<file path="config.mk">
export PLATFORM = sky130hd
export DESIGN_NAME = hilo_div_ctrl
export DESIGN_NICKNAME = d
export VERILOG_FILES = /design/src/rtl/hilo_div_ctrl.sv
export SDC_FILE = /design/constraint.sdc
export NUM_CORES = 1
export LEC_CHECK = 0
export CORE_UTILIZATION = 44
export CTS_CLUSTER_DIAMETER = 120
export DETAILED_ROUTE_END_ITERATION = 8
export PLACE_DENSITY_LB_ADDON = 0.1
export SLEW_MARGIN = 20
export SYNTH_ARGS = -nofsm -noshare
export SYNTH_HDL_FRONTEND = slang
export SYNTH_SLANG_ARGS = --single-unit
</file>
<file path="constraint.sdc">
create_clock -name i_clock -period 11.2 [get_ports i_clock]
set_input_delay 2.24 -clock i_clock [delete_from_list [all_inputs] [get_ports i_clock]]
set_output_delay 2.24 -clock i_clock [all_outputs]
set_load 0.02 [all_outputs]
</file>
<file path="src/rtl/hilo_div_ctrl.sv">
// hilo_div_ctrl: sequences DIV/DIVU/MTHI/MTLO against a multicycle divider and owns the HI/LO registers
module hilo_div_ctrl (
    input  logic        i_clock,
    input  logic        i_reset,
    input  logic        i_ena,
    input  logic [2:0]  i_op,
    input  logic [31:0] i_rs_data,
    input  logic [31:0] i_rt_data,
    output logic [31:0] o_hi,
    output logic [31:0] o_lo,
    output logic        o_stall,
    output logic        o_done,
    output logic        o_div_start,
    output logic        o_div_signed,
    output logic [31:0] o_div_dividend,
    output logic [31:0] o_div_divisor,
    input  logic [31:0] i_div_q,
    input  logic [31:0] i_div_r,
    input  logic        i_div_busy
);
    typedef enum logic [1:0] {IDLE, LAUNCH, WAIT} state_t;
    state_t r_state, w_next;
    logic [31:0] r_hi, r_lo, r_dividend, r_divisor;
    logic        r_signed;
    logic        w_idle, w_is_div, w_accept, w_mthi, w_mtlo;
    assign w_idle         = r_state == IDLE;
    assign w_is_div       = i_ena && (i_op == 3'b001 || i_op == 3'b010);
    assign w_accept       = w_idle && w_is_div && i_rt_data != '0;
    assign w_mthi         = w_idle && i_ena && i_op == 3'b011;
    assign w_mtlo         = w_idle && i_ena && i_op == 3'b100;
    assign o_hi           = r_hi;
    assign o_lo           = r_lo;
    assign o_div_signed   = r_signed;
    assign o_div_dividend = r_dividend;
    assign o_div_divisor  = r_divisor;
    // state register; reset aborts any divide in flight
    always_ff @(posedge i_clock or posedge i_reset)
        if (i_reset) r_state <= IDLE;
        else         r_state <= w_next;
    // next state plus stall/start/done; a zero divisor is consumed without launching
    always_comb begin
        w_next      = r_state;
        o_stall     = 1'b0;
        o_done      = 1'b0;
        o_div_start = 1'b0;
        case (r_state)
            IDLE: begin
                w_next  = w_accept ? LAUNCH : IDLE;
                o_stall = w_accept;
            end
            LAUNCH: begin
                w_next      = WAIT;
                o_stall     = 1'b1;
                o_div_start = 1'b1;
            end
            WAIT: begin
                w_next  = i_div_busy ? WAIT : IDLE;
                o_stall = i_div_busy;
                o_done  = !i_div_busy;
            end
            default: w_next = IDLE;
        endcase
    end
    // operands are captured only on accept, so they stay frozen until the result returns
    always_ff @(posedge i_clock or posedge i_reset)
        if (i_reset) begin
            r_dividend <= '0;
            r_divisor  <= '0;
            r_signed   <= 1'b0;
        end else if (w_accept) begin
            r_dividend <= i_rs_data;
            r_divisor  <= i_rt_data;
            r_signed   <= i_op == 3'b001;
        end
    // HI takes the remainder and LO the quotient; MTHI/MTLO only land while idle
    always_ff @(posedge i_clock or posedge i_reset)
        if (i_reset) begin
            r_hi <= '0;
            r_lo <= '0;
        end else if (o_done) begin
            r_hi <= i_div_r;
            r_lo <= i_div_q;
        end else begin
            if (w_mthi) r_hi <= i_rs_data;
            if (w_mtlo) r_lo <= i_rs_data;
        end
endmodule

</file>
==> impl_metrics.tcl <==
set metrics [dict create \
    worstPathRequired_ps 8960 \
    hpwl_um 11060 \
    synth_edf_count 0 \
    tightestPinTransition_ps 916.5 \
    ys.flop_type "dfrtp_1" \
    vdd_drop_max_mv 0.1199 \
    critPathBufInv 2 \
    netlist_instances 440 \
    synth_area_mm2 0.005545 \
    cts_tree "done" \
    clk_latency_ps 410 \
    drive_gt1_share_pct 9.732 \
    synth_most_common_cell "dfrtp_1" \
    grt_pass1_vias 4580 \
    crit_arrival_ps 4150 \
    die_area_mm2 0.01306 \
    yosysSeqAreaShare_pct 59.12 \
    max_cap_violations 0 \
    layout.nets 838 \
    syn_nets 575 \
    period_share_pct 57.03 \
    power.total_mw 2.007 \
    core_mm2 0.01216 \
    hold_viol 0 \
    slew_headroom_pct 38.90 \
    drt_pass1_iterations 4 \
    async_flop_share_pct 100.0 \
    end_kind "primary output" \
    track_usage_pct 24.50 \
    slew_viol_final 0 \
    hold_path_class "register to register" \
    synth_cell_types 25 \
    ant_nets 0 \
    path_cells "clkdlybuf4s50_1 > nor4_1 > nand4_1 > o2111ai_4 > nand2b_1 > clkdlybuf4s50_1" \
    cp_top_family "buffers and inverters" \
    cts_made_buffers 17 \
    cp-start-kind "primary input" \
    via_per_inst 5.010 \
    path_clk_slew_ps 50 \
    grt_start_max_net_pins 71 \
    antenna_found_initial 0 \
    gpl.final_weighted_congestion 0.7955 \
    die_h_um 114.3 \
    pin_count 267 \
    timing.fmax_ghz 0.1566 \
    fp-row-count 40 \
    place_area_mm2 0.008334 \
    drt-initial-drc-count 143 \
    design_area_mm2 0.008831 \
    status "finished, final reports clean" \
    synth_area_per_cell_um2 12.60 \
    routed_wl_um 15360 \
    yosysTopAreaCell "dfrtp_1" \
    avgRoutedWirePerCell_um 17.52 \
    worst_path_max_delay_cell "clkdlybuf4s50_1" \
    h-tree-depth 4 \
    cts_root_buf "clkbuf_16" \
    clockBufferDepth 2 \
    postCtsSetupRepairBufs 0 \
    grt_overflow 0 \
    p_leak_nw 3.575 \
    setup_violations 0 \
    synth_area_leaders "dfrtp_1, mux2i_1, mux2_2" \
    drc 0 \
    rsz0062_at_grt "no" \
    tns_ps 0 \
    yosysTopAreaCellShare_pct 59.12 \
    cts_hold_buf 0 \
    cp_max_fo 2 \
    cp_slowest_stage_delay_ps 540 \
    path_class "primary input to primary output" \
    io_buffer_count 266 \
    cts.repair.resized 0 \
    num_vias 4394 \
    grt_pass1_wl_um 23740 \
    crit_top_cell "clkdlybuf4s50_1" \
    cts_sinks 131 \
    synth_common_cells "dfrtp_1, mux2i_1, mux2_2, nor2_1" \
    power_density_mw_per_mm2 227.3 \
    fin_worst_skew_ps 3.946 \
    yosysWarnings 0 \
    syn2layout_area_growth_pct 59.25 \
    ys_ff_latch 131 \
    die_w_um 114.3 \
    start_util_pct 45.60 \
    diodes 0 \
    period_needed_ps 6387 \
]
registers in the layout, indices dropped and copies added (netlist names):
| signal | flops |
|---|---|
| o_div_dividend | 32 |
| o_div_divisor | 32 |
| o_div_signed | 1 |
| o_hi | 32 |
| o_lo | 32 |
| r_state | 2 |
worst paths after layout:
path / start / slack, ps / to / cells past startpoint
hold / removal: o_lo[8] / 480 / o_lo[8] / 2
hold reg to reg: o_lo[8] / 480 / o_lo[8] / 2
max in group asynchronous: i_reset / 7500 / o_lo[27] / 3
min in group asynchronous: i_reset / 2370 / o_div_divisor[26] / 2
setup reg to reg: r_state[0] / 8290 / o_hi[13] / 6
setup / recovery: i_rt_data[24] / 4810 / o_stall / 6
report_power, final:
part | internal [mW] | switching [mW] | total (mW)
registers | 0.637 | 0.0855 | 0.722
clock network | 0.290 | 0.178 | 0.468
logic | 0.412 | 0.405 | 0.817
total | 1.34 | 0.668 | 2.01
per-layer routing:
| metal | part of all wire, % | routed length [µm] | track usage [%] | up-vias |
|---|---|---|---|---|
| met5 | 0 | 0 | 0 | - |
| met4 | 3.2 | 499 | 12.29 | 0 |
| met3 | 7.9 | 1218 | 9.264 | 33 |
| met2 | 50 | 7704 | 41.94 | 180 |
| met1 | 39 | 5937 | 26.60 | 2117 |
| li1 | - | - | - | 2064 |
worst min-delay path: cells and delay by family (launching register included):
kind | cells | cell delay [ps]
and+or+nand+nor | 1 | 50
AOI/OAI and AO/OA | 1 | 60
DFF | 1 | 340
cells by family (layout without fill, tap and decap cells):
group / after synthesis / in the layout / synth area share [%]
XOR/XNOR: 1 / 1 / 0.1580
multiplexers: 129 / 129 / 24.75
flip-flops: 131 / 131 / 59.12
AND/OR/NAND/NOR: 82 / 82 / 6.589
AO/OA/AOI/OAI: 67 / 67 / 6.340
buffers and inverters: 30 / 299 / 3.046
area by class of cell:
cell class / count / area (µm²)
multi-input combinational: 279 / 2142
timing repair buffer: 271 / 2700
fill: 902 / 3331
sequential: 131 / 3278
clock inverter: 1 / 5.005
tap: 168 / 210.2
clock buffer: 24 / 481.7
inverter: 3 / 13.76
metrics by stage:
stage,worst slack [ps],cells,util (%),hold WS [ps]
2_1_floorplan,5462,440,-,545.8
3_3_place_gp,4785,852,68.53,462.7
3_5_place_dp,4769,852,68.53,469.9
4_1_cts,4761,877,72.53,481.7
5_1_grt,4702,877,72.61,502.4
6_report,4813,877,72.61,475.1
placed cells by master, fill, tap and decap left out, types with 2 or more instances in the layout:
cell / synthesis / final
clkdlybuf4s50_1: 0 / 266
dfrtp_1: 131 / 131
mux2i_1: 64 / 64
mux2_2: 37 / 37
nor2_1: 33 / 33
a21oi_1: 32 / 32
nand2_1: 32 / 32
o21ai_0: 32 / 32
mux2_1: 28 / 28
clkbuf_16: 0 / 17
nor4_1: 8 / 8
buf_4: 6 / 5
clkbuf_1: 8 / 4
clkbuf_8: 0 / 3
inv_1: 3 / 2
nand4_1: 2 / 2
nand2b_1: 2 / 2
Power figures use the tool's default switching activity.
